[src/rtl/ir_multi_score_counter.sv]
// rtl/ir_multi_score_counter.sv - multi-channel debounced IR hit counter with saturating scores and 7-seg display
module ir_multi_score_counter #(
    parameter int NUM_CH       = 2,
    parameter int DEBOUNCE_CYC = 2_000_000,
    parameter int HOLDOFF_CYC  = 50_000_000,
    parameter int MAX_SCORE    = 50,
    parameter int DIGITS       = 2,
    parameter int REFRESH_BITS = 17,
    localparam int SCORE_W     = $clog2(MAX_SCORE + 1),
    localparam int CH_W        = (NUM_CH > 1) ? $clog2(NUM_CH) : 1
) (
    input  logic                      clk_100MHz,
    input  logic                      reset_n,
    input  logic [NUM_CH-1:0]         ir_sensor,
    input  logic                      clear,
    input  logic [CH_W-1:0]           disp_ch,
    output logic [NUM_CH*SCORE_W-1:0] score_bus,
    output logic [NUM_CH-1:0]         hit_pulse,
    output logic                      winner_valid,
    output logic [CH_W-1:0]           winner_id,
    output logic [6:0]                seg,
    output logic [3:0]                an
);
    localparam int DB_W  = ($clog2(DEBOUNCE_CYC + 1) > 0) ? $clog2(DEBOUNCE_CYC + 1) : 1;
    localparam int HO_W  = ($clog2(HOLDOFF_CYC + 1) > 0) ? $clog2(HOLDOFF_CYC + 1) : 1;
    localparam int BCD_W = DIGITS * 4;

    logic [NUM_CH-1:0] at_max;
    logic [BCD_W-1:0]  bcd_all [NUM_CH];

    for (genvar i = 0; i < NUM_CH; i++) begin : g_ch
        logic             s1, s2, deb, deb_d;
        logic [DB_W-1:0]  db_cnt;
        logic [HO_W-1:0]  ho_cnt;
        logic [SCORE_W-1:0] score;
        logic [BCD_W-1:0] bcd, bcd_next;
        logic             hit_q, acc, carry;

        assign acc = deb & ~deb_d & (ho_cnt == '0) & ~winner_valid
                   & (score < SCORE_W'(MAX_SCORE)) & ~clear;

        // Decimal ripple increment keeps the BCD copy in lockstep with the binary score
        always_comb begin
            bcd_next = bcd;
            carry    = 1'b1;
            for (int d = 0; d < DIGITS; d++) begin
                if (carry) begin
                    if (bcd_next[d*4 +: 4] == 4'd9) begin
                        bcd_next[d*4 +: 4] = 4'd0;
                    end else begin
                        bcd_next[d*4 +: 4] = bcd_next[d*4 +: 4] + 4'd1;
                        carry = 1'b0;
                    end
                end
            end
        end

        // Debounce state survives clear so a beam held across a new game cannot re-score
        always_ff @(posedge clk_100MHz or negedge reset_n) begin
            if (!reset_n) begin
                s1     <= 1'b0;
                s2     <= 1'b0;
                deb    <= 1'b0;
                deb_d  <= 1'b0;
                db_cnt <= '0;
            end else begin
                s1    <= ir_sensor[i];
                s2    <= s1;
                deb_d <= deb;
                if (s2 == deb) begin
                    db_cnt <= '0;
                end else if (db_cnt == DB_W'(DEBOUNCE_CYC - 1)) begin
                    deb    <= s2;
                    db_cnt <= '0;
                end else begin
                    db_cnt <= db_cnt + DB_W'(1);
                end
            end
        end

        always_ff @(posedge clk_100MHz or negedge reset_n) begin
            if (!reset_n) begin
                ho_cnt <= '0;
                score  <= '0;
                bcd    <= '0;
                hit_q  <= 1'b0;
            end else if (clear) begin
                ho_cnt <= '0;
                score  <= '0;
                bcd    <= '0;
                hit_q  <= 1'b0;
            end else begin
                hit_q <= acc;
                if (acc) begin
                    score  <= score + SCORE_W'(1);
                    bcd    <= bcd_next;
                    ho_cnt <= HO_W'(HOLDOFF_CYC);
                end else if (ho_cnt != '0) begin
                    ho_cnt <= ho_cnt - HO_W'(1);
                end
            end
        end

        assign score_bus[i*SCORE_W +: SCORE_W] = score;
        assign hit_pulse[i] = hit_q;
        assign at_max[i]    = (score == SCORE_W'(MAX_SCORE));
        assign bcd_all[i]   = bcd;
    end

    logic [CH_W-1:0] win_idx;

    always_comb begin
        win_idx = '0;
        for (int i = NUM_CH - 1; i >= 0; i--) begin
            if (at_max[i]) win_idx = CH_W'(i);
        end
    end

    always_ff @(posedge clk_100MHz or negedge reset_n) begin
        if (!reset_n) begin
            winner_valid <= 1'b0;
            winner_id    <= '0;
        end else if (clear) begin
            winner_valid <= 1'b0;
            winner_id    <= '0;
        end else if (!winner_valid && (|at_max)) begin
            winner_valid <= 1'b1;
            winner_id    <= win_idx;
        end
    end

    logic [REFRESH_BITS-1:0] refresh;
    logic [1:0]              dig_k;
    logic [BCD_W-1:0]        sel_bcd;
    logic                    sel_ok, lead_zero, blank;
    logic [3:0]              cur_digit;

    always_comb begin
        sel_bcd   = '0;
        sel_ok    = 1'b0;
        cur_digit = 4'd0;
        lead_zero = 1'b1;
        for (int i = 0; i < NUM_CH; i++) begin
            if (disp_ch == CH_W'(i)) begin
                sel_bcd = bcd_all[i];
                sel_ok  = 1'b1;
            end
        end
        for (int d = 0; d < DIGITS; d++) begin
            if (dig_k == 2'(d)) cur_digit = sel_bcd[d*4 +: 4];
            if ((2'(d) >= dig_k) && (sel_bcd[d*4 +: 4] != 4'd0)) lead_zero = 1'b0;
        end
        blank = !sel_ok || ((dig_k != 2'd0) && lead_zero);
    end

    function automatic logic [6:0] seg_decode(input logic [3:0] v);
        case (v)
            4'd0:    seg_decode = 7'b1000000;
            4'd1:    seg_decode = 7'b1111001;
            4'd2:    seg_decode = 7'b0100100;
            4'd3:    seg_decode = 7'b0110000;
            4'd4:    seg_decode = 7'b0011001;
            4'd5:    seg_decode = 7'b0010010;
            4'd6:    seg_decode = 7'b0000010;
            4'd7:    seg_decode = 7'b1111000;
            4'd8:    seg_decode = 7'b0000000;
            4'd9:    seg_decode = 7'b0010000;
            default: seg_decode = 7'b1111111;
        endcase
    endfunction

    always_ff @(posedge clk_100MHz or negedge reset_n) begin
        if (!reset_n) begin
            refresh <= '0;
            dig_k   <= 2'd0;
            seg     <= 7'b1111111;
            an      <= 4'b1111;
        end else begin
            refresh <= refresh + REFRESH_BITS'(1);
            if (&refresh) begin
                dig_k <= (dig_k == 2'(DIGITS - 1)) ? 2'd0 : dig_k + 2'd1;
            end
            seg <= blank ? 7'b1111111 : seg_decode(cur_digit);
            an  <= ~(4'b0001 << dig_k);
        end
    end
endmodule

[config.mk]
export PLATFORM = sky130hd
export DESIGN_NAME = ir_multi_score_counter
export DESIGN_NICKNAME = d
export VERILOG_FILES = /design/src/rtl/ir_multi_score_counter.sv
export SDC_FILE = /design/constraint.sdc
export NUM_CORES = 1
export LEC_CHECK = 0
export BUFFER_PORTS_ARGS = -buffer_cell sky130_fd_sc_hd__buf_2
export CORE_MARGIN = 1.5
export CORE_UTILIZATION = 50
export CTS_CLUSTER_SIZE = 28
export DETAILED_ROUTE_END_ITERATION = 16
export PLACE_DENSITY = 0.74
export SLEW_MARGIN = 10
export SYNTH_ARGS = -nofsm -noshare
export SYNTH_HDL_FRONTEND = slang
export SYNTH_SLANG_ARGS = --single-unit
[constraint.sdc]
create_clock -name clk_100MHz -period 3.3 [get_ports clk_100MHz]
set_input_delay 0.99 -clock clk_100MHz [delete_from_list [all_inputs] [get_ports clk_100MHz]]
set_output_delay 0.99 -clock clk_100MHz [all_outputs]
set_load 0.02 [all_outputs]
==> impl_metrics.sql, run 1 <==
INSERT INTO impl_metrics (metric_group, metric, value, unit) VALUES
('flow_run', 'max-cap-violations', '0', ''),
('yosys', 'synth_largest_area_cell', 'sky130_fd_sc_hd__dfrtp_1', ''),
('setup_path', 'cp_max_fo', '22', ''),
('clock_tree', 'tritoncts', 'done', ''),
('clock_tree', 'path_clk_slew', '0.07', 'ns'),
('clock_tree', 'clock_insertion_delay_worst_skew', '0.43', 'ns'),
('timing', 'worst_slew_pin_slew', '0.824', 'ns'),
('pwr', 'p_leak', '4.12', 'nW'),
('floorplanning', 'start_util', '51.6', '%'),
('yosys', 'synth_edf_count', '0', ''),
('pwr', 'p_sw_share', '41.4', '%'),
('timing', 'fmax', '345', 'MHz'),
('route', 'number_of_vias_after_detailed_routing', '6848', ''),
('setup_path', 'crit_path_cell_trace', 'inv_1 > ha_1 > or4b_1 > or4_1 > buf_4 > nor4_1 > mux2_2', ''),
('yosys', 'syn_nets', '901', ''),
('outcome', 'run_status', 'finished clean', ''),
('global_route', 'grt_first_pass_wirelength', '31500', 'um'),
('route', 'initialDrtViolationCount', '423', ''),
('timing', 'setup_viol', '0', ''),
('timing', 'slew_headroom', '45.0', '%'),
('yosys', 'yosysMostFrequentCell', 'sky130_fd_sc_hd__dfrtp_1', ''),
('timing', 'slew_viol_final', '0', ''),
('setup_path', 'crit-reg2reg-capture', 'g_ch[0].score[4]', ''),
('pwr', 'internal_power', '4.11', 'mW'),
('pwr', 'power_frac_seq', '35.8', '%'),
('route', 'detailedRoute.firstPassIterationCount', '6', ''),
('clock_tree', 'maximum_count_of_clock_buffers_along_a_single_path', '2', ''),
('route', 'routed_via_density', '6.05', ''),
('layout', 'antenna_cells_inserted', '0', ''),
('clock_tree', 'ctsHtreeMaxLevel', '4', ''),
('placed_design', 'dp_worst_setup_slack', '0.488', 'ns'),
('global_route', 'number_of_antenna_violations_at_the_first_check_in_global_routing', '1', ''),
('setup_path', 'critical_path.reg2reg.startpoint', 'g_ch[0].ho_cnt[0]', ''),
('timing', 'fin_ws', '0.403', 'ns'),
('yosys', 'synthCells', '872', ''),
('global_route', 'globalRouteMet1Util', '28.9', '%'),
('timing', 'worst_clock_skew', '0.00875', 'ns'),
('floorplanning', 'std_cell_rows', '47', ''),
('global_route', 'busiest_layer', 'met2', ''),
('global_route', 'grt_util_met3', '4.65', '%'),
('floorplanning', 'die_y', '134', 'um'),
('route', 'drcViolationCount', '0', ''),
('pwr', 'power_switching', '2.90', 'mW'),
('yosys', 'synth_sequential_area_ratio', '47.7', '%'),
('placed_design', 'gp_congestion', '0.826', ''),
('route', 'drt-wirelength-per-cell', '16.2', 'um'),
('floorplanning', 'io_pins', '33', ''),
('pwr', 'comb_power_share', '37.1', '%'),
('setup_path', 'critPathLaunchType', 'flip-flop', ''),
('yosys', 'fraction_of_synthesis_flops_using_an_asynchronous_set_or_reset_pin', '100', '%'),
('timing', 'rsz_0062_raised_after_global_routing', 'no', ''),
('setup_path', 'critical_path_required', '3.61', 'ns'),
('yosys', 'ys_ff_latch', '164', ''),
('global_route', 'global_route.usage.total', '21.3', '%'),
('worst_hold_path', 'min_from', 'g_ch[1].s1', ''),
('placed_design', 'port_buffers', '32', ''),
('pwr', 'totalPowerFinal', '7.01', 'mW'),
('pwr', 'power.density_cell_area', '728', 'mW/mm^2'),
('setup_path', 'critPathCaptureType', 'flip-flop', ''),
('pwr', 'clkPwrFrac', '27.1', '%'),
('floorplanning', 'die_area', '0.0181', 'mm^2'),
('yosys', 'synth_area', '0.00864', 'mm^2'),
('worst_hold_path', 'min_to', 'g_ch[1].s2', ''),
('timing', 'fin_crit_sh', '87.8', '%'),
('worst_hold_path', 'hold_path_depth', '0', ''),
('yosys', 'synth_area_per_cell', '9.91', 'um^2'),
('floorplanning', 'core-area', '0.0168', 'mm^2'),
('layout', 'multiInputGateArea', '0.00422', 'mm^2'),
('yosys', 'yosys_most_used_dff', 'sky130_fd_sc_hd__dfrtp_1', ''),
('setup_path', 'cpPeakStageDelay', '0.60', 'ns'),
('clock_tree', 'sink_count_of_the_clock_tree', '164', '');
-- registers in the layout, indices dropped and copies added (netlist names) --
| name | count |
|---|---|
| g_ch.s2 | 2 |
| refresh | 17 |
| g_ch.deb_d | 2 |
| g_ch.s1 | 2 |
| an | 4 |
| g_ch.score | 12 |
| seg | 7 |
| g_ch.ho_cnt | 52 |
| g_ch.db_cnt | 42 |
| winner_id | 1 |
| g_ch.bcd | 16 |
| g_ch.hit_q | 2 |
| g_ch.deb | 2 |
| winner_valid | 1 |
| dig_k | 2 |
-- kinds of logic after synthesis --
logic type	Yosys count	synth area share, %
multiplexers	23	3.36
XOR/XNOR	59	5.98
AO/OA/AOI/OAI	164	12.6
adder cells (fa/ha/maj)	23	3.33
buffers and inverters	77	3.71
AND/OR/NAND/NOR	362	23.4
flip-flops	164	47.7
-- power groups by stage --
stage	Sequential, mW	Clock (mW)	Combinational (mW)
4_1_cts	2.50	1.94	2.59
6_report	2.51	1.90	2.60
3_3_place_gp	2.53	0	2.53
5_1_grt	2.56	2.02	2.87
2_1_floorplan	2.47	0	1.96
3_5_place_dp	2.53	0	2.57
-- final cells by class --
type	count	share of cell area (%)
clock buffer	17	4.41
tap	220	2.86
inverter	28	1.09
multi-input combinational	631	43.7
sequential	164	42.7
clock inverter	15	1.44
timing repair buffer	56	3.73
-- critical path, delay by kind of cell, from the launching register on --
family        cells  cell delay (ns)
buf+inv           2             0.31
mux               1             0.38
flops             1             0.41
fa+ha+maj         1             0.22
simple gates      3             1.47
-- through the flow --
step / cell area (um^2) / instances / util (%) / hold slack, ns
global placement: 9070 / 1099 / 54.1 / 0.334
finish: 9640 / 1131 / 57.5 / 0.355
CTS: 9640 / 1131 / 57.5 / 0.353
detailed placement: 9070 / 1099 / 54.1 / 0.338
floorplan: 8640 / 872 / - / 0.331
global route: 9640 / 1131 / 57.5 / 0.359
-- worst max-delay path by stage --
stage | start | to | slack [ns] | cells after the start
2_1_floorplan | g_ch[1].ho_cnt[0] | g_ch[1].score[4] | 0.62 | 9
3_5_place_dp | g_ch[0].ho_cnt[0] | g_ch[0].score[4] | 0.49 | 7
3_3_place_gp | g_ch[0].ho_cnt[0] | g_ch[0].score[4] | 0.53 | 7
5_1_grt | g_ch[0].ho_cnt[0] | g_ch[0].score[4] | 0.28 | 7
4_1_cts | g_ch[0].ho_cnt[0] | g_ch[0].score[4] | 0.42 | 7
6_report | g_ch[0].ho_cnt[0] | g_ch[0].score[4] | 0.40 | 7
-- per-layer routing --
layer	up-vias	part of all wire, %
met2	157	48
li1	3302	-
met1	3369	47
met5	-	0.055
met3	18	4.1
met4	2	0.91
-- cell usage in the layout, fill, tap and decap left out, types with 7 or more instances in the layout --
cell                        count
sky130_fd_sc_hd__or3_1         26
sky130_fd_sc_hd__dfstp_2       11
sky130_fd_sc_hd__nand2_1       49
sky130_fd_sc_hd__inv_1         28
sky130_fd_sc_hd__nand3_1       40
sky130_fd_sc_hd__nor4_1        25
sky130_fd_sc_hd__o21ai_0       24
sky130_fd_sc_hd__a21oi_1       51
sky130_fd_sc_hd__nand4_1       31
sky130_fd_sc_hd__or4_1         25
sky130_fd_sc_hd__nor2b_1        7
sky130_fd_sc_hd__xor2_1        19
sky130_fd_sc_hd__buf_4         23
sky130_fd_sc_hd__xnor2_1       40
sky130_fd_sc_hd__ha_1          23
sky130_fd_sc_hd__or2_2          9
sky130_fd_sc_hd__o31ai_1       31
sky130_fd_sc_hd__clkbuf_16     17
sky130_fd_sc_hd__and3_1        11
sky130_fd_sc_hd__mux2_2         8
sky130_fd_sc_hd__a31oi_1       13
sky130_fd_sc_hd__nor3_1        28
sky130_fd_sc_hd__dfrtp_1      153
sky130_fd_sc_hd__mux2i_1       11
sky130_fd_sc_hd__nor2_1        69
sky130_fd_sc_hd__o41ai_1       13
sky130_fd_sc_hd__buf_2         31
No activity file was read; power rests on OpenSTA's default activity.
==> inputs of run 2 (changes only) <==
ABC_AREA = 1   (was unset)
CORE_UTILIZATION = 60   (was 50)
PLACE_DENSITY = 0.85   (was 0.74)
==> run 2 against run 1 <==
Compared with the run above: hold slack better by 0.0058 ns; global-route usage is 4.2 points higher; count of clock-buffer cells in the layout is 1 higher; final cell count is 28% higher; largest cell class unchanged.
==> impl_metrics.sql, run 2 <==
INSERT INTO impl_metrics (metric_group, metric, value, unit) VALUES
('setup_path', 'cpPeakStageDelay', '0.38', 'ns'),
('pwr', 'worst_ir_drop_vdd', '0.000434', 'V'),
('floorplanning', 'die_area', '0.0160', 'mm^2'),
('setup_path', 'worstSetupPathType', 'reg2reg', ''),
('layout', 'stdcell_area', '0.0102', 'mm^2'),
('global_route', 'grt_first_pass_wirelength', '33600', 'um'),
('yosys', 'yosys.area.top_type_share', '41.7', '%'),
('yosys', 'synthAdderAreaFrac', '3.14', '%'),
('setup_path', 'max_stage_delay_cell_worst_path', 'sky130_fd_sc_hd__dfrtp_1', ''),
('floorplanning', 'core-area', '0.0151', 'mm^2'),
('floorplanning', 'start_util', '60.8', '%'),
('route', 'detailedRoute.firstPassIterationCount', '6', ''),
('clock_tree', 'ctsHtreeMaxLevel', '4', ''),
('clock_tree', 'maximum_count_of_clock_buffers_along_a_single_path', '2', ''),
('global_route', 'globalRoute.totalOverflow', '0', ''),
('yosys', 'synthXorXnorAreaFrac', '4.29', '%'),
('setup_path', 'cp_common_cell', 'sky130_fd_sc_hd__nand2_1', ''),
('layout', 'layout.cells.non_filler', '1448', ''),
('layout', 'largest_reg_flops', '52', ''),
('floorplanning', 'std_cell_rows', '45', ''),
('placed_design', 'port_buffers', '32', ''),
('yosys', 'post_synth_and_or_nand_nor_area_fraction', '33.6', '%'),
('layout', 'layout_common_cells', '284 x sky130_fd_sc_hd__nand2_1, 199 x sky130_fd_sc_hd__nor2_1, 157 x sky130_fd_sc_hd__inv_1, 153 x sky130_fd_sc_hd__dfrtp_1, 77 x sky130_fd_sc_hd__nand3_1', ''),
('yosys', 'yosysMostFrequentCell', 'sky130_fd_sc_hd__nand2_1', ''),
('clock_tree', 'tritoncts.num_buffers', '17', ''),
('yosys', 'ys_ff_latch', '164', ''),
('setup_path', 'critical_path.reg2reg.startpoint', 'g_ch[1].ho_cnt[0]', ''),
('yosys', 'fraction_of_synthesis_flops_using_an_asynchronous_set_or_reset_pin', '100', '%'),
('placed_design', 'gp_congestion', '0.906', ''),
('floorplanning', 'io_pins', '33', ''),
('timing', 'slew_viol_final', '0', ''),
('route', 'drt-wirelength-per-cell', '13.3', 'um'),
('timing', 'setup-tns-final', '0', 'ns'),
('setup_path', 'critPathLaunchType', 'flip-flop', ''),
('timing', 'fmax', '419', 'MHz'),
('pwr', 'p_leak', '5.38', 'nW'),
('worst_hold_path', 'hold_path.class', 'reg2reg', ''),
('layout', 'final_common_cell', 'sky130_fd_sc_hd__nand2_1', ''),
('global_route', 'grt_pass1_vias', '7552', ''),
('route', 'detail-route-antenna-nets', '0', ''),
('timing', 'slew_headroom', '54.8', '%'),
('yosys', 'synth.cells.most_frequent', '284 x sky130_fd_sc_hd__nand2_1, 199 x sky130_fd_sc_hd__nor2_1, 157 x sky130_fd_sc_hd__inv_1', ''),
('placed_design', 'placed_cells_incl_taps', '1416', ''),
('pwr', 'power.density_cell_area', '429', 'mW/mm^2'),
('outcome', 'run_status', 'finished clean', ''),
('yosys', 'synthCells', '1203', ''),
('timing', 'fin_crit_sh', '72.4', '%'),
('yosys', 'synth_area_per_cell', '7.63', 'um^2'),
('yosys', 'synth_largest_area_cell', 'sky130_fd_sc_hd__dfrtp_1', ''),
('yosys', 'yosys_warnings', '0', ''),
('floorplanning', 'width_of_the_chip', '127', 'um'),
('global_route', 'number_of_antenna_violations_at_the_first_check_in_global_routing', '0', ''),
('flow_run', 'max-cap-violations', '0', ''),
('yosys', 'yosys.cell_types.count', '40', ''),
('setup_path', 'crit_path_cell_trace', 'inv_1 > ha_1 > nand3_2 > nor2_4 > nand2_4 > nor2_4 > nand2_1 > buf_4 > nand2_1 > buf_4 > nand2_1 > o21ai_0', ''),
('floorplanning', 'die_y', '127', 'um'),
('global_route', 'grt_util_met3', '5.06', '%'),
('route', 'detail_route.wirelength', '19200', 'um'),
('pwr', 'totalPowerFinal', '4.37', 'mW'),
('timing', 'worst_clock_skew', '0.00813', 'ns'),
('yosys', 'main_combinational_cell_family_by_area_after_synthesis', 'simple AND/OR/NAND/NOR gates', ''),
('layout', 'reg.largest.list', 'g_ch.ho_cnt (52), g_ch.db_cnt (42), refresh (17)', ''),
('clock_tree', 'cts_resized', '0', ''),
('layout', 'layout-area-overhead-vs-synth', '10.9', '%'),
('clock_tree', 'sink_count_of_the_clock_tree', '164', ''),
('global_route', 'grt.met2_usage', '43.3', '%'),
('yosys', 'synth_sequential_area_ratio', '44.9', '%'),
('setup_path', 'critPathCaptureType', 'flip-flop', ''),
('timing', 'finalHoldViolations', '0', ''),
('route', 'drcViolationCount', '0', ''),
('layout', 'final_core_utilization', '67.5', '%'),
('route', 'number_of_vias_after_detailed_routing', '7854', ''),
('worst_hold_path', 'min_from', 'g_ch[0].s1', ''),
('clock_tree', 'path_clk_slew', '0.06', 'ns'),
('timing', 'setup_viol', '0', ''),
('yosys', 'synth_edf_count', '0', ''),
('layout', 'antenna_cells_inserted', '0', ''),
('clock_tree', 'number_of_buffers_added_to_fix_hold_violations_after_cts', '0', ''),
('yosys', 'syn_nets', '1232', ''),
('yosys', 'post_synth_mux_area_share', '0', '%'),
('clock_tree', 'clock-root-buffer', 'sky130_fd_sc_hd__clkbuf_16', ''),
('timing', 'finalHoldWorstSlack', '0.361', 'ns'),
('timing', 'rsz_0062_raised_after_global_routing', 'no', ''),
('route', 'initialDrtViolationCount', '591', ''),
('timing', 'fin_ws', '0.911', 'ns'),
('clock_tree', 'clock_insertion_delay_worst_skew', '0.42', 'ns'),
('placed_design', 'hpwl', '13600', 'um'),
('global_route', 'global_route.usage.total', '25.5', '%'),
('setup_path', 'cp_data_arrival_time', '2.71', 'ns'),
('yosys', 'synth_area_leaders', 'sky130_fd_sc_hd__dfrtp_1 42%, sky130_fd_sc_hd__nand2_1 12%, sky130_fd_sc_hd__nor2_1 8.1%', ''),
('timing', 'worst_slew_pin_slew', '0.673', 'ns'),
('layout', 'nNetsFinal', '1276', ''),
('global_route', 'globalRouteMet1Util', '33.4', '%'),
('setup_path', 'critical_path_required', '3.63', 'ns'),
('yosys', 'yosys_most_used_dff', 'sky130_fd_sc_hd__dfrtp_1', ''),
('timing', 'finalWorstPathRequiredPeriod', '2.39', 'ns'),
('layout', 'ratio_of_cells_with_drive_above_1_in_the_final_layout', '9.84', '%'),
('layout', 'most_flop_heavy_register', 'g_ch.ho_cnt', ''),
('global_route', 'grt_max_degree', '62', ''),
('yosys', 'compound_cell_area_share_of_the_yosys_netlist', '6.28', '%'),
('placed_design', 'dp_worst_setup_slack', '0.696', 'ns'),
('setup_path', 'crit_family', 'simple AND/OR/NAND/NOR gates', ''),
('setup_path', 'buf_inv_stages_crit_path', '3', ''),
('global_route', 'busiest_layer', 'met2', ''),
('route', 'routed_via_density', '5.42', ''),
('yosys', 'synth_area', '0.00918', 'mm^2'),
('clock_tree', 'tritoncts', 'done', ''),
('placed_design', 'post_dp_cell_area', '0.00954', 'mm^2'),
('clock_tree', 'buffer_count_from_post_cts_setup_fixing', '0', ''),
('layout', 'nFillCells', '1235', ''),
('setup_path', 'cp_max_fo', '12', ''),
('setup_path', 'critical_path_launch_point', 'g_ch[1].ho_cnt[0]', '');
==> run 2: changes by cell type after synthesis, moves of 14 or more <==
cell / previous run / this run
sky130_fd_sc_hd__nand2_1: 49 / 284
sky130_fd_sc_hd__o41ai_1: 14 / 0
sky130_fd_sc_hd__inv_1: 28 / 157
sky130_fd_sc_hd__nor2_1: 69 / 199
sky130_fd_sc_hd__nand3_1: 40 / 77
sky130_fd_sc_hd__o31ai_1: 31 / 0
sky130_fd_sc_hd__xnor2_1: 40 / 14
sky130_fd_sc_hd__nor4_1: 26 / 7
sky130_fd_sc_hd__or3_1: 26 / 0
sky130_fd_sc_hd__or4_1: 25 / 0
sky130_fd_sc_hd__clkbuf_1: 37 / 2
sky130_fd_sc_hd__nor3_1: 28 / 49
==> run 2: path summary, 6_finish.rpt <==
kind | end | slack [ns] | depth (start not counted)
worst max register to register | g_ch[1].score[4] | 0.91 | 12
worst min-delay path | g_ch[0].s2 | 0.36 | 0
worst min register to register | g_ch[0].s2 | 0.36 | 0
worst max-delay path | g_ch[1].score[4] | 0.91 | 12
min in group asynchronous | g_ch[0].ho_cnt[25] | 0.53 | 1
max in group asynchronous | g_ch[1].db_cnt[19] | 2.00 | 2
==> run 2: layout make-up <==
class,instances,area (um^2),share of cell area (%)
sequential,164,4120,40.4
clock inverter,14,200,1.97
clock buffer,18,439,4.31
tap,188,235,2.31
timing repair buffer,39,231,2.27
inverter,162,611,6.00
multi-input combinational,863,4350,42.7
==> run 2: cell families (layout without fill, tap and decap cells) <==
family | after synthesis | count (layout)
AO/OA/AOI/OAI | 101 | 101
XOR/XNOR | 45 | 45
adder cells (fa/ha/maj) | 23 | 23
buffers and inverters | 176 | 233
flip-flops | 164 | 164
AND/OR/NAND/NOR | 694 | 694
==> run 2: power breakdown <==
group          switching [mW]  leakage, nW  internal, mW
sequential             0.0242         2.22          2.04
combinational           0.134         2.85        0.0535
clock                   0.819        0.304          1.30
==> run 2: routing by layer <==
layer	vias to the layer above	routed length [um]
li1	3915	-
met5	-	0
met2	205	9350
met4	0	246
met3	19	830
met1	3715	8800
==> inputs of run 3 (changes only) <==
CORE_UTILIZATION = 57   (was 60)
PLACE_DENSITY = 0.84   (was 0.85)
clock period = 2.1 ns   (was 3.3 ns; I/O delays follow)
==> run 3 against run 2 <==
Compared with the run above: die area up 5.1%; sequential power increased by 57%; setup slack got worse by 0.81 ns; register-to-register slack lost 0.81 ns; clock skew up 0.0032 ns; core utilization shrank 2.1 points; largest cell class unchanged.
==> impl_metrics.sql, run 3 (same netlist as run 2, synthesis figures left out) <==
INSERT INTO impl_metrics (metric_group, metric, value, unit) VALUES
('route', 'detail_route.wirelength', '20100', 'um'),
('timing', 'fmax', '501', 'MHz'),
('pwr', 'clkPwrFrac', '45.7', '%'),
('route', 'initialDrtViolationCount', '531', ''),
('route', 'detail-route-antenna-nets', '0', ''),
('timing', 'finalWorstPathRequiredPeriod', '2.00', 'ns'),
('flow_run', 'max-cap-violations', '0', ''),
('pwr', 'worst_ir_drop_vdd', '0.000853', 'V'),
('setup_path', 'cpPeakStageDelay', '0.39', 'ns'),
('clock_tree', 'clock_insertion_delay_worst_skew', '0.43', 'ns'),
('global_route', 'grt_max_degree', '43', ''),
('floorplanning', 'die_area', '0.0169', 'mm^2'),
('setup_path', 'worst-r2r-setup-slack', '0.10', 'ns'),
('setup_path', 'crit_path_cell_trace', 'inv_1 > ha_2 > nand2_2 > nor2_8 > nand2_4 > nor2_8 > nand3_1 > nand2_1 > nand2_1 > nand2_1', ''),
('setup_path', 'instance_count_on_the_critical_path', '10', ''),
('layout', 'largest_reg_flops', '52', ''),
('placed_design', 'gp_congestion', '0.900', ''),
('floorplanning', 'start_util', '58.0', '%'),
('setup_path', 'critical_path_required', '2.47', 'ns'),
('setup_path', 'cp_data_arrival_time', '2.36', 'ns'),
('setup_path', 'cp_max_fo', '8', ''),
('timing', 'fin_ws', '0.102', 'ns'),
('floorplanning', 'die_y', '130', 'um'),
('worst_hold_path', 'hold_path.class', 'in2async', ''),
('clock_tree', 'path_clk_slew', '0.07', 'ns'),
('layout', 'final_core_utilization', '65.4', '%'),
('layout', 'layout_common_cells', '283 x sky130_fd_sc_hd__nand2_1, 198 x sky130_fd_sc_hd__nor2_1, 157 x sky130_fd_sc_hd__inv_1, 153 x sky130_fd_sc_hd__dfrtp_1, 77 x sky130_fd_sc_hd__nand3_1', ''),
('global_route', 'number_of_antenna_violations_at_the_first_check_in_global_routing', '0', ''),
('layout', 'ratio_of_cells_with_drive_above_1_in_the_final_layout', '11.6', '%'),
('setup_path', 'critPathLaunchType', 'flip-flop', ''),
('layout', 'layout-area-overhead-vs-synth', '12.8', '%'),
('pwr', 'p_sw_share', '24.1', '%'),
('clock_tree', 'sink_count_of_the_clock_tree', '164', ''),
('floorplanning', 'io_pins', '33', ''),
('setup_path', 'crit_end', 'g_ch[0].bcd[7]', ''),
('pwr', 'power_switching', '1.59', 'mW'),
('floorplanning', 'std_cell_rows', '46', ''),
('placed_design', 'port_buffers', '32', ''),
('route', 'routed_via_density', '5.29', ''),
('clock_tree', 'ctsHtreeMaxLevel', '4', ''),
('timing', 'slew_headroom', '68.6', '%'),
('global_route', 'globalRoute.totalOverflow', '0', ''),
('placed_design', 'dp_worst_setup_slack', '0.0486', 'ns'),
('setup_path', 'cp_common_cell', 'sky130_fd_sc_hd__nand2_1', ''),
('pwr', 'power.density_cell_area', '636', 'mW/mm^2'),
('timing', 'fin_crit_sh', '95.1', '%'),
('layout', 'final_common_cell', 'sky130_fd_sc_hd__nand2_1', ''),
('route', 'drcViolationCount', '0', ''),
('pwr', 'internal_power', '5.00', 'mW'),
('layout', 'reg.largest.list', 'g_ch.ho_cnt (52), g_ch.db_cnt (42), refresh (17)', ''),
('pwr', 'p_leak', '5.47', 'nW'),
('timing', 'worst_slew_pin_slew', '0.466', 'ns'),
('route', 'number_of_vias_after_detailed_routing', '7927', ''),
('global_route', 'grt_first_pass_wirelength', '34300', 'um'),
('layout', 'most_flop_heavy_register', 'g_ch.ho_cnt', ''),
('timing', 'slew_viol_final', '0', ''),
('clock_tree', 'clock-root-buffer', 'sky130_fd_sc_hd__clkbuf_16', ''),
('setup_path', 'buf_inv_stages_crit_path', '1', ''),
('global_route', 'global_route.usage.total', '25.6', '%'),
('pwr', 'comb_power_share', '5.0', '%'),
('layout', 'antenna_cells_inserted', '0', ''),
('pwr', 'power_frac_seq', '49.3', '%'),
('route', 'drt-wirelength-per-cell', '13.4', 'um'),
('outcome', 'run_status', 'finished clean', ''),
('route', 'detailedRoute.firstPassIterationCount', '5', ''),
('setup_path', 'worstSetupPathType', 'reg2reg', ''),
('timing', 'finalHoldViolations', '0', ''),
('setup_path', 'critical_path.reg2reg.startpoint', 'g_ch[0].ho_cnt[0]', ''),
('clock_tree', 'tritoncts.num_buffers', '17', ''),
('layout', 'nNetsFinal', '1299', ''),
('setup_path', 'critPathCaptureType', 'flip-flop', ''),
('floorplanning', 'core-area', '0.0158', 'mm^2'),
('timing', 'setup_viol', '0', ''),
('clock_tree', 'maximum_count_of_clock_buffers_along_a_single_path', '2', ''),
('global_route', 'grt_pass1_vias', '7672', ''),
('setup_path', 'critical_path_launch_point', 'g_ch[0].ho_cnt[0]', ''),
('setup_path', 'max_stage_delay_cell_worst_path', 'sky130_fd_sc_hd__dfrtp_1', ''),
('setup_path', 'r2r.worst_path.cells', '10', ''),
('clock_tree', 'tritoncts', 'done', ''),
('placed_design', 'hpwl', '14200', 'um'),
('setup_path', 'crit-reg2reg-capture', 'g_ch[0].bcd[7]', ''),
('floorplanning', 'width_of_the_chip', '130', 'um'),
('timing', 'worst_clock_skew', '0.0114', 'ns'),
('clock_tree', 'number_of_buffers_added_to_fix_hold_violations_after_cts', '0', ''),
('setup_path', 'crit_family', 'simple AND/OR/NAND/NOR gates', '');
[run 3: area by class of cell]
class | count | area [um^2]
fill | 1274 | 5480
multi-input combinational | 863 | 4360
sequential | 164 | 4120
inverter | 162 | 611
clock buffer | 19 | 443
timing repair buffer | 62 | 433
tap | 216 | 270
clock inverter | 12 | 120
[run 3: through the flow]
stage	area, um^2	power [mW]	instances	TNS, ns	hold slack, ns
3_5_place_dp	9770	3.63	1467	0	0.353
3_3_place_gp	9770	3.62	1467	0	0.354
4_1_cts	10300	6.63	1498	0	0.123
5_1_grt	10300	6.80	1498	-0.00764	0.140
6_report	10300	6.58	1498	0	0.107
2_1_floorplan	9180	3.47	1203	0	0.331
[run 3: routing by layer]
layer | track usage (%) | vias to the layer above | share of wire, %
met1 | 32.1 | 3751 | 43
met3 | 4.84 | 31 | 4.1
met4 | 8.63 | 0 | 1.6
li1 | - | 3959 | -
met5 | 0 | - | 0
met2 | 44.8 | 186 | 51
[run 3: worst min-delay path by stage]
stage	to	depth (start not counted)	slack, ns	start
finish	g_ch[0].ho_cnt[17]	1	0.11	reset_n
global route	g_ch[0].score[2]	1	0.14	reset_n
CTS	g_ch[0].ho_cnt[24]	1	0.12	reset_n
detailed placement	g_ch[0].s2	0	0.35	g_ch[0].s1
global placement	g_ch[0].s2	0	0.35	g_ch[0].s1
floorplan	dig_k[0]	0	0.33	reset_n
[run 3: power groups by stage]
stage | logic (mW) | clock network (mW) | registers [mW]
2_1_floorplan | 0.154 | 0 | 3.32
3_3_place_gp | 0.314 | 0 | 3.30
3_5_place_dp | 0.323 | 0 | 3.30
4_1_cts | 0.330 | 3.05 | 3.25
5_1_grt | 0.369 | 3.18 | 3.25
6_report | 0.326 | 3.01 | 3.25
[run 3: worst register-to-register path: cells and delay by family (launching register included)]
kind,cells,cell delay (ns)
simple gates,8,1.19
buf+inv,1,0.14
flops,1,0.39
fa+ha+maj,1,0.22
[run 3: repair_timing]
item | in CTS | in global routing
gates resized for setup | 0 | 5
endpoints found under the hold margin | 0 | 0
buffers inserted | 0 | 0
endpoints found under the setup margin | 0 | 16
